$ cat src/rtl/ram_rd_resp_if.sv
// Signal bundle for ram_rd_resp: read requests, write requests, SRAM macro port and row return.
// The slave modport is the ram_rd_resp side; master is the surrounding environment.
interface ram_rd_resp_if #(
  parameter int ADDR_WIDTH = 8,
  parameter int DATA_WIDTH = 128
);
  logic                      ram_read_vld;
  logic [ADDR_WIDTH-1:0]     ram_read_addr;
  logic                      ram_read_rdy;
  logic                      wr_vld;
  logic [ADDR_WIDTH-1:0]     wr_addr;
  logic [DATA_WIDTH-1:0]     wr_data;
  logic [DATA_WIDTH/8-1:0]   wr_strb;
  logic                      wr_rdy;
  logic                      sram_ce;
  logic                      sram_we;
  logic [ADDR_WIDTH-1:0]     sram_addr;
  logic [DATA_WIDTH-1:0]     sram_wdata;
  logic [DATA_WIDTH/8-1:0]   sram_wbe;
  logic [DATA_WIDTH-1:0]     sram_rdata;
  logic                      ram_buff_alloc_vld;
  logic [ADDR_WIDTH-1:0]     ram_buff_alloc_addr;
  logic [DATA_WIDTH-1:0]     ram_buff_alloc_data;

  modport slave (
    input  ram_read_vld, ram_read_addr, wr_vld, wr_addr, wr_data, wr_strb, sram_rdata,
    output ram_read_rdy, wr_rdy, sram_ce, sram_we, sram_addr, sram_wdata, sram_wbe,
           ram_buff_alloc_vld, ram_buff_alloc_addr, ram_buff_alloc_data
  );

  modport master (
    output ram_read_vld, ram_read_addr, wr_vld, wr_addr, wr_data, wr_strb, sram_rdata,
    input  ram_read_rdy, wr_rdy, sram_ce, sram_we, sram_addr, sram_wdata, sram_wbe,
           ram_buff_alloc_vld, ram_buff_alloc_addr, ram_buff_alloc_data
  );
endinterface

$ cat src/rtl/ram_rd_resp.sv
// Single-port SRAM arbiter: queues row-read requests, shares the port with writes under a
// starvation limit, and returns each read row two cycles after issue as a one-cycle pulse.
module ram_rd_resp #(
  parameter int ADDR_WIDTH = 8,
  parameter int DATA_WIDTH = 128,
  parameter int FIFO_DEPTH = 4,
  parameter int STARVE_MAX = 3
) (
  input  logic         clk,
  input  logic         rst_n,
  ram_rd_resp_if.slave bus
);
  localparam int CNT_W = $clog2(FIFO_DEPTH) + 1;
  localparam int PTR_W = (FIFO_DEPTH > 1) ? $clog2(FIFO_DEPTH) : 1;
  localparam int STV_W = (STARVE_MAX > 0) ? $clog2(STARVE_MAX + 1) : 1;
  localparam int BE_W  = DATA_WIDTH / 8;
  localparam logic [CNT_W-1:0] CNT_FULL = CNT_W'(FIFO_DEPTH);
  localparam logic [PTR_W-1:0] PTR_LAST = PTR_W'(FIFO_DEPTH - 1);
  localparam logic [STV_W-1:0] STV_MAX  = STV_W'(STARVE_MAX);

  logic [ADDR_WIDTH-1:0] fifo_mem_r [FIFO_DEPTH];
  logic [PTR_W-1:0]      wr_ptr_r;
  logic [PTR_W-1:0]      rd_ptr_r;
  logic [CNT_W-1:0]      count_r;
  logic [STV_W-1:0]      starve_cnt_r;
  logic                  init_done_r;
  logic                  s1_vld_r;
  logic [ADDR_WIDTH-1:0] s1_addr_r;
  logic                  alloc_vld_r;
  logic [ADDR_WIDTH-1:0] alloc_addr_r;
  logic [DATA_WIDTH-1:0] alloc_data_r;

  logic                  rd_pend_s;
  logic                  force_rd_s;
  logic                  rd_rdy_s;
  logic                  wr_rdy_s;
  logic                  wr_gnt_s;
  logic                  rd_gnt_s;
  logic                  push_s;
  logic                  pop_s;
  logic [ADDR_WIDTH-1:0] head_s;
  logic                  sram_ce_s;
  logic                  sram_we_s;
  logic [ADDR_WIDTH-1:0] sram_addr_s;
  logic [DATA_WIDTH-1:0] sram_wdata_s;
  logic [BE_W-1:0]       sram_wbe_s;

  function automatic logic [PTR_W-1:0] ptr_inc(input logic [PTR_W-1:0] ptr);
    if (ptr == PTR_LAST) begin
      return {PTR_W{1'b0}};
    end else begin
      return ptr + PTR_W'(1);
    end
  endfunction

  // Writes win the port unless a queued read has waited through STARVE_MAX write grants.
  assign rd_pend_s  = (count_r != {CNT_W{1'b0}});
  assign force_rd_s = rd_pend_s & (starve_cnt_r == STV_MAX);
  assign rd_rdy_s   = init_done_r & (count_r < CNT_FULL);
  assign wr_rdy_s   = init_done_r & ~force_rd_s;
  assign wr_gnt_s   = bus.wr_vld & wr_rdy_s;
  assign rd_gnt_s   = ~wr_gnt_s & init_done_r & rd_pend_s;
  assign push_s     = bus.ram_read_vld & rd_rdy_s;
  assign pop_s      = rd_gnt_s;
  assign head_s     = fifo_mem_r[rd_ptr_r];

  // SRAM port mux: write grant, else read grant from the queue head, else idle.
  always_comb begin
    sram_ce_s    = 1'b0;
    sram_we_s    = 1'b0;
    sram_addr_s  = {ADDR_WIDTH{1'b0}};
    sram_wdata_s = {DATA_WIDTH{1'b0}};
    sram_wbe_s   = {BE_W{1'b0}};
    if (wr_gnt_s) begin
      sram_ce_s    = 1'b1;
      sram_we_s    = 1'b1;
      sram_addr_s  = bus.wr_addr;
      sram_wdata_s = bus.wr_data;
      sram_wbe_s   = bus.wr_strb;
    end else if (rd_gnt_s) begin
      sram_ce_s    = 1'b1;
      sram_addr_s  = head_s;
    end else begin
      sram_ce_s    = 1'b0;
    end
  end

  // Request queue storage; entries beyond the pointers are don't-care so no reset is needed.
  always_ff @(posedge clk) begin
    if (push_s) begin
      fifo_mem_r[wr_ptr_r] <= bus.ram_read_addr;
    end
  end

  // Queue pointers, occupancy and the post-reset enable.
  always_ff @(posedge clk or negedge rst_n) begin
    if (!rst_n) begin
      wr_ptr_r    <= {PTR_W{1'b0}};
      rd_ptr_r    <= {PTR_W{1'b0}};
      count_r     <= {CNT_W{1'b0}};
      init_done_r <= 1'b0;
    end else begin
      init_done_r <= 1'b1;
      if (push_s) begin
        wr_ptr_r <= ptr_inc(wr_ptr_r);
      end
      if (pop_s) begin
        rd_ptr_r <= ptr_inc(rd_ptr_r);
      end
      case ({push_s, pop_s})
        2'b10:   count_r <= count_r + CNT_W'(1);
        2'b01:   count_r <= count_r - CNT_W'(1);
        default: count_r <= count_r;
      endcase
    end
  end

  // Counts write grants taken while a read is waiting.
  always_ff @(posedge clk or negedge rst_n) begin
    if (!rst_n) begin
      starve_cnt_r <= {STV_W{1'b0}};
    end else if (rd_gnt_s || !rd_pend_s) begin
      starve_cnt_r <= {STV_W{1'b0}};
    end else if (wr_gnt_s && (starve_cnt_r != STV_MAX)) begin
      starve_cnt_r <= starve_cnt_r + STV_W'(1);
    end else begin
      starve_cnt_r <= starve_cnt_r;
    end
  end

  // Two-stage return pipe matching the one-cycle SRAM read latency; outputs hold between pulses.
  always_ff @(posedge clk or negedge rst_n) begin
    if (!rst_n) begin
      s1_vld_r     <= 1'b0;
      s1_addr_r    <= {ADDR_WIDTH{1'b0}};
      alloc_vld_r  <= 1'b0;
      alloc_addr_r <= {ADDR_WIDTH{1'b0}};
      alloc_data_r <= {DATA_WIDTH{1'b0}};
    end else begin
      s1_vld_r    <= rd_gnt_s;
      alloc_vld_r <= s1_vld_r;
      if (rd_gnt_s) begin
        s1_addr_r <= head_s;
      end
      if (s1_vld_r) begin
        alloc_addr_r <= s1_addr_r;
        alloc_data_r <= bus.sram_rdata;
      end
    end
  end

  assign bus.ram_read_rdy        = rd_rdy_s;
  assign bus.wr_rdy              = wr_rdy_s;
  assign bus.sram_ce             = sram_ce_s;
  assign bus.sram_we             = sram_we_s;
  assign bus.sram_addr           = sram_addr_s;
  assign bus.sram_wdata          = sram_wdata_s;
  assign bus.sram_wbe            = sram_wbe_s;
  assign bus.ram_buff_alloc_vld  = alloc_vld_r;
  assign bus.ram_buff_alloc_addr = alloc_addr_r;
  assign bus.ram_buff_alloc_data = alloc_data_r;
endmodule

$ cat src/flat_wrapper.sv
// flat-port wrapper written by rule: the top's interface ports become plain ports
module ram_rd_resp_flat 
#(
  parameter int ADDR_WIDTH = 8,
  parameter int DATA_WIDTH = 128,
  parameter int FIFO_DEPTH = 4,
  parameter int STARVE_MAX = 3
)
  (clk, rst_n, bus_ram_read_vld, bus_ram_read_addr, bus_wr_vld, bus_wr_addr, bus_wr_data, bus_wr_strb, bus_sram_rdata, bus_ram_read_rdy, bus_wr_rdy, bus_sram_ce, bus_sram_we, bus_sram_addr, bus_sram_wdata, bus_sram_wbe, bus_ram_buff_alloc_vld, bus_ram_buff_alloc_addr, bus_ram_buff_alloc_data);
  ram_rd_resp_if #(.ADDR_WIDTH(ADDR_WIDTH), .DATA_WIDTH(DATA_WIDTH)) bus_i ();
  input  logic clk;
  input  logic rst_n;
  input wire logic [$bits(bus_i.ram_read_vld)-1:0] bus_ram_read_vld;
  input wire logic [$bits(bus_i.ram_read_addr)-1:0] bus_ram_read_addr;
  input wire logic [$bits(bus_i.wr_vld)-1:0] bus_wr_vld;
  input wire logic [$bits(bus_i.wr_addr)-1:0] bus_wr_addr;
  input wire logic [$bits(bus_i.wr_data)-1:0] bus_wr_data;
  input wire logic [$bits(bus_i.wr_strb)-1:0] bus_wr_strb;
  input wire logic [$bits(bus_i.sram_rdata)-1:0] bus_sram_rdata;
  output wire logic [$bits(bus_i.ram_read_rdy)-1:0] bus_ram_read_rdy;
  output wire logic [$bits(bus_i.wr_rdy)-1:0] bus_wr_rdy;
  output wire logic [$bits(bus_i.sram_ce)-1:0] bus_sram_ce;
  output wire logic [$bits(bus_i.sram_we)-1:0] bus_sram_we;
  output wire logic [$bits(bus_i.sram_addr)-1:0] bus_sram_addr;
  output wire logic [$bits(bus_i.sram_wdata)-1:0] bus_sram_wdata;
  output wire logic [$bits(bus_i.sram_wbe)-1:0] bus_sram_wbe;
  output wire logic [$bits(bus_i.ram_buff_alloc_vld)-1:0] bus_ram_buff_alloc_vld;
  output wire logic [$bits(bus_i.ram_buff_alloc_addr)-1:0] bus_ram_buff_alloc_addr;
  output wire logic [$bits(bus_i.ram_buff_alloc_data)-1:0] bus_ram_buff_alloc_data;
  assign bus_i.ram_read_vld = bus_ram_read_vld;
  assign bus_i.ram_read_addr = bus_ram_read_addr;
  assign bus_i.wr_vld = bus_wr_vld;
  assign bus_i.wr_addr = bus_wr_addr;
  assign bus_i.wr_data = bus_wr_data;
  assign bus_i.wr_strb = bus_wr_strb;
  assign bus_i.sram_rdata = bus_sram_rdata;
  assign bus_ram_read_rdy = bus_i.ram_read_rdy;
  assign bus_wr_rdy = bus_i.wr_rdy;
  assign bus_sram_ce = bus_i.sram_ce;
  assign bus_sram_we = bus_i.sram_we;
  assign bus_sram_addr = bus_i.sram_addr;
  assign bus_sram_wdata = bus_i.sram_wdata;
  assign bus_sram_wbe = bus_i.sram_wbe;
  assign bus_ram_buff_alloc_vld = bus_i.ram_buff_alloc_vld;
  assign bus_ram_buff_alloc_addr = bus_i.ram_buff_alloc_addr;
  assign bus_ram_buff_alloc_data = bus_i.ram_buff_alloc_data;
  ram_rd_resp #(.ADDR_WIDTH(ADDR_WIDTH), .DATA_WIDTH(DATA_WIDTH), .FIFO_DEPTH(FIFO_DEPTH), .STARVE_MAX(STARVE_MAX)) u_core (.clk(clk), .rst_n(rst_n), .bus(bus_i));
endmodule
$ cat config.mk
export PLATFORM = sky130hd
export DESIGN_NAME = ram_rd_resp_flat
export DESIGN_NICKNAME = d
export VERILOG_FILES = /design/src/rtl/ram_rd_resp_if.sv /design/src/rtl/ram_rd_resp.sv /design/src/flat_wrapper.sv
export SDC_FILE = /design/constraint.sdc
export NUM_CORES = 1
export LEC_CHECK = 0
export ABC_AREA = 1
export BUFFER_PORTS_ARGS = -buffer_cell sky130_fd_sc_hd__buf_2
export CAP_MARGIN = 20
export CORE_AREA = 5 5 227 229
export CTS_CLUSTER_SIZE = 16
export DETAILED_ROUTE_END_ITERATION = 8
export DIE_AREA = 0 0 232 234
export PLACE_DENSITY = 0.52
export SETUP_SLACK_MARGIN = 0.2
export SLEW_MARGIN = 10
export SYNTH_ARGS = -nofsm -noshare
export SYNTH_HDL_FRONTEND = slang
export SYNTH_SLANG_ARGS = --single-unit
export TNS_END_PERCENT = 5
$ cat constraint.sdc
create_clock -name clk -period 2.2 [get_ports clk]
set_clock_uncertainty 0.05 [all_clocks]
set_input_delay 0.11 -clock clk [delete_from_list [all_inputs] [get_ports clk]]
set_output_delay 0.11 -clock clk [all_outputs]
set_load 0.03 [all_outputs]
Yosys cells after proc, flatten, opt, wreduce, memory -nomap -nowiden
Memory sizes are Yosys's and may differ from the RTL's. Index checks and enable logic that the tools add are counted.

Order comparisons: 1. Reductions and logical operators: 6. Bitwise operators: 9. Eq/ne operators: 6. Multiplexer cells: 14. Add/subtract/negate cells: 5.

Operator list (count): 128-bit two-way mux (1); 16-bit two-way mux (1); 8-bit two-way mux (2); 2-bit == test (second input constant) (4); 2-bit two-way mux (4); 1-bit AND (7); 2-bit by 1-bit adder with 2-bit output (second input constant) (3); 3-bit one-hot mux with 2 select lines (1); 1-bit two-way mux (5); 2-bit nonzero test (2); 3-bit by 1-bit adder with 3-bit output (second input constant) (1); 3-bit < comparator (second input constant) (1); 3-bit nonzero test (1); 3-bit by 1-bit subtractor with 3-bit output (second input constant) (1); 2-bit by 1-bit == test with 1-bit output (second input constant) (1); 2-bit inequality test (second input constant) (1); 1-bit inverter (2); 1-bit logical AND (1); 1-bit logical NOT (1); 1-bit logical OR (1).

Bits in writable memories: 32. Register bits: 156. Output and inout port bits: 293. Memories: 1.

Memory list: u_core.fifo_mem_r (depth 4, bits a word 8, read ports 1, clocked after Yosys merged registers in 0, wr ports 1, line ram_rd_resp.sv:21) `logic [ADDR_WIDTH-1:0] fifo_mem_r [FIFO_DEPTH];`.

Depth between registers and ports, before layout
Depth after elaboration: 10. Depth in mapped cells: 10. Mapped depth without buffers: 9.

Least setup slack after synthesis
Ideal clock, no wire load.

Path type: register to register. Start: register u_core.init_done_r. End: register u_core.count_r[2]. Setup slack: -134 ps. Arrival: 2153 ps. Cell stages (with the launch flop): 9. Setup time: 131 ps. Cell sequence: dfrtp_1 > inv_1 > nor2_1 > nand2_2 > ha_1 > fa_1 > a21oi_1 > o21ai_0 > xor2_1.

Elaborated cells on any way between the ends: 11.

RTL lines: start: declaration (line ram_rd_resp.sv:26) `logic init_done_r;`; start signal: assignment (line ram_rd_resp.sv:101) `init_done_r <= 1'b0;`; start signal: assignment (line ram_rd_resp.sv:103) `init_done_r <= 1'b1;`; 1-bit AND * (line ram_rd_resp.sv:59) `assign rd_rdy_s = init_done_r & (count_r < CNT_FULL);`; via bus_ram_read_rdy (line flat_wrapper.sv:20) `output wire logic [$bits(bus_i.ram_read_rdy)-1:0] bus_ram_read_rdy;`; 1-bit AND * (line ram_rd_resp.sv:63) `assign push_s = bus.ram_read_vld & rd_rdy_s;`; 2-bit by 1-bit == test with 1-bit output / 2-bit == test (equally long branches) (line ram_rd_resp.sv:110) `case ({push_s, pop_s})`; 3-bit one-hot mux with 2 select lines / 2-bit nonzero test (equally long branches); end signal: assignment (line ram_rd_resp.sv:111) `2'b10: count_r <= count_r + CNT_W'(1);`; end signal: assignment (line ram_rd_resp.sv:112) `2'b01: count_r <= count_r - CNT_W'(1);`; end signal: assignment (line ram_rd_resp.sv:113) `default: count_r <= count_r;`; end: declaration (line ram_rd_resp.sv:24) `logic [CNT_W-1:0] count_r;`.

The timed path passes the listed nets; every way through them passes the cells marked *. A chain may end at the register's enable or synchronous reset.

Final worst setup path
Start: register u_core.count_r[1]. End: output port bus_sram_wdata[27].

Longest elaborated chain between the ends: 6.

Ends and longest elaborated chain: start signal: assignment (line ram_rd_resp.sv:100) `count_r <= {CNT_W{1'b0}};`; start signal: assignment (line ram_rd_resp.sv:111); start signal: assignment (line ram_rd_resp.sv:112); 3-bit nonzero test (line ram_rd_resp.sv:57) `assign rd_pend_s = (count_r != {CNT_W{1'b0}});`; 1-bit AND (line ram_rd_resp.sv:58) `assign force_rd_s = rd_pend_s & (starve_cnt_r == STV_MAX);`; 1-bit inverter (line ram_rd_resp.sv:60) `assign wr_rdy_s = init_done_r & ~force_rd_s;`; 1-bit AND (line ram_rd_resp.sv:60); 1-bit AND (line ram_rd_resp.sv:61) `assign wr_gnt_s = bus.wr_vld & wr_rdy_s;`; 128-bit two-way mux (line ram_rd_resp.sv:74) `if (wr_gnt_s) begin`; end: declaration (line flat_wrapper.sv:25) `output wire logic [$bits(bus_i.sram_wdata)-1:0] bus_sram_wdata;`.

No other way between the ends.

==> flow_metrics.py <==
metrics = {
    "worst_setup_path": {
        "r2r_cells": 8,
        "cp-start-kind": "flip-flop",
        "path_max_fanout": 12,
        "criticalPathCategory": "flip-flop to output port",
        "cp.required_ns": 2.04,
        "worstPathArrival_ns": 2.05,
        "crit_path_end_kind": "output port",
    },
    "synthesis": {
        "yosysSeqAreaShare": 0.5237,
        "synth_area_leaders": "dfrtp_1, mux2_2, nor2_4",
        "synth_edf_count": 32,
        "synth_flop_cell": "dfrtp_1",
        "yosysWarnings": 0,
        "syn_inst": 813,
        "syn-cell-area_um2": 9289,
        "synth.distinct_cells": 31,
        "post-synth-top-area-cell": "dfrtp_1",
        "ys_ff_latch": 188,
        "syn_area_per_cell_um2": 11.43,
        "syn_nets": 1113,
        "async_flop_share": 0.8298,
        "netlist.area_leader.share": 0.4203,
    },
    "power": {
        "finalPower_uw": 16970,
        "pwr-share-seq": 0.326,
        "p_leak_uw": 0.007951,
        "p_clk_frac": 0.186,
        "vdd_drop_max_uv": 625.2,
        "p_int_uw": 9425,
        "power_density_nw_per_um2": 1034,
        "switching_share": 0.4445,
        "p_sw_uw": 7541,
        "comb_power_share": 0.488,
    },
    "placed_design": {
        "portBuffers": 584,
        "placedCellCount": 2064,
        "routabilityCongestion": 0.8114,
        "dp_hpwl_um": 28250,
        "placed_area_um2": 13130,
    },
    "global_route": {
        "grt_start_max_net_pins": 48,
        "grt_pass1_wl_um": 52440,
        "track_usage": 0.1276,
        "antenna_found_initial": 2,
        "grt_pass1_vias": 8676,
        "overflow": 0,
    },
    "drt": {
        "routed_wl_um": 37230,
        "drt_iter0_markers": 369,
        "drt.antenna.violating_nets": 0,
        "drc": 0,
        "wire_per_inst_um": 16.58,
        "num_vias": 8310,
        "dr.pass1.iters": 4,
        "vias_per_cell": 3.702,
    },
    "sta": {
        "setup_ws_ns": -0.006062,
        "period_share": 1.003,
        "clock.fmax_mhz": 453.3,
        "hold_violations": 0,
        "setup_violations": 2,
        "rsz0062_at_grt": "yes",
        "slew_violations": 0,
        "min_period_ns": 2.206,
    },
    "final_layout": {
        "area_growth_pct": 76.62,
        "stdcell_count": 2245,
        "final_cell_mix": "buf_2, inv_1, dfrtp_1",
        "multi_input_comb_area_um2": 3674,
        "mostFrequentLayoutCell": "buf_2",
        "nFillCells": 5025,
        "design_area_um2": 16410,
        "layout-drive-gt1-share": 0.5941,
        "seq_area_um2": 4868,
        "layout.nets": 1859,
    },
    "die": {
        "core_um2": 49450,
        "die_w_um": 232,
        "start_util": 0.1878,
        "ios": 585,
        "die_area_um2": 54290,
        "row_count": 82,
        "die_h_um": 234,
    },
    "run": {
        "drv_cap": 0,
    },
    "outcome": {
        "run_status": "complete, but fails checks",
        "violations": "setup timing",
    },
    "clock_network": {
        "htree_levels": 4,
        "cts_buffers": 17,
        "clockBufferDepth": 2,
        "cts_tree": "done",
        "cts_root_buf": "clkbuf_16",
        "cts_sinks": 188,
        "insertion_delay_ns": 0.46,
        "clk_pin_slew_ns": 0.08,
    },
    "min_path": {
        "holdCritPathClass": "input port to async pin",
    },
}
[cell usage after synthesis, types with 2 or more instances]
master and n:
inv_1 166, dfrtp_1 156, mux2_2 129, nor2_1 101, nor2_4 90, nand2_1 37, edfxtp_1 32, o21ai_0 17
buf_2 15, a21oi_1 13, o21ai_1 10, buf_12 9, buf_6 7, ha_1 7, buf_4 5, nand2_2 2
nor3_1 2, xor2_1 2
[area by class of cell]
type / count / share of cell area
clock inverter: 15 / 0.01167
antenna: 1 / 0.0001525
tap: 672 / 0.05125
clock buffer: 17 / 0.02593
timing repair buffer: 765 / 0.3514
sequential: 188 / 0.2968
multi-input combinational: 419 / 0.2239
inverter: 168 / 0.03890
[final timing paths]
| check | start | endpoint | slack [ns] |
|---|---|---|---|
| max | u_core.count_r[1]$_DFFE_PN0P_ | bus_sram_wdata[27] | -0.006 |
| min | rst_n | u_core.bus.ram_buff_alloc_data[61]$_DFFE_PN0P_ | 0.11 |
| max reg2reg | u_core.starve_cnt_r[0]$_DFFE_PN0P_ | u_core.count_r[2]$_DFFE_PN0P_ | 0.23 |
| min reg2reg | u_core.bus.ram_buff_alloc_data[53]$_DFFE_PN0P_ | u_core.bus.ram_buff_alloc_data[53]$_DFFE_PN0P_ | 0.45 |
| max in group asynchronous | rst_n | u_core.s1_vld_r$_DFF_PN0_ | 1.18 |
| min in group clk | bus_ram_read_addr[1] | u_core.fifo_mem_r[0][1]$_DFFE_PP_ | 0.34 |
[timing repair]
action	CTS	global route
setup endpoints to repair	151	155
buffers inserted	8	0
endpoints found under the hold margin	293	0
cloned	1	0
pin swaps	8	21
resized for setup	291	81
hold buffers	139	0
[through the flow]
step           setup TNS [ns]    util  hold WS, ns  setup WS [ns]
2_1_floorplan               0       -      -0.2356         0.2259
3_3_place_gp                0  0.2655      0.03965         0.1897
3_5_place_dp                0  0.2655      0.04052         0.2333
4_1_cts                -1.130  0.3259      0.06717       -0.07340
5_1_grt                -4.979  0.3317       0.1422        -0.1287
6_report             -0.01095  0.3317       0.1068      -0.006062
[power groups by stage]
stage / Sequential, uW / Combinational, uW / Clock (uW)
4_1_cts: 5530 / 8270 / 3330
6_report: 5530 / 8280 / 3150
3_3_place_gp: 5550 / 7650 / 0
2_1_floorplan: 7800 / 2870 / 0
5_1_grt: 5710 / 8800 / 3450
3_5_place_dp: 5600 / 7730 / 0
[worst max-delay path, stage by stage (launching register included)]
cell and delay, ns:
dfrtp_1 0.40, nor2_2 0.13, nand2_2 0.09, nand2_4 0.09, nand3_4 0.11, buf_12 0.18
buf_12 0.14, buf_12 0.15, nor2_4 0.12, buf_6 0.15
[flip-flops by register name (all words and copies together) (netlist names)]
register / flops
u_core.bus.ram_buff_alloc_addr: 8
u_core.init_done_r: 1
u_core.wr_ptr_r: 2
u_core.bus.ram_buff_alloc_vld: 1
u_core.rd_ptr_r: 2
u_core.bus.ram_buff_alloc_data: 128
u_core.s1_vld_r: 1
u_core.starve_cnt_r: 2
u_core.count_r: 3
u_core.fifo_mem_r: 32
u_core.s1_addr_r: 8
[per-layer routing]
layer	routed length, um	up-vias	global-route usage	share of wire
met5	7	-	0	0.00019
met4	900	2	0.04819	0.024
met3	2974	55	0.04177	0.080
met2	18700	284	0.2093	0.50
met1	14650	3982	0.1569	0.39
li1	-	3987	-	-
[logic make-up (layout without fill, tap and decap cells)]
| kind of cell | count (synthesis) | after routing | share of synthesized area |
|---|---|---|---|
| multiplexers | 129 | 129 | 0.1564 |
| XOR/XNOR | 3 | 3 | 0.002829 |
| AND/OR/NAND/NOR | 236 | 236 | 0.1716 |
| other | 1 | 2 | 0.0004037 |
| AO/OA/AOI/OAI | 42 | 42 | 0.02317 |
| buffers and inverters | 206 | 965 | 0.1103 |
| adder cells (fa/ha/maj) | 8 | 8 | 0.01158 |
| flip-flops | 188 | 188 | 0.5237 |
(Power assumes the default switching activity.)
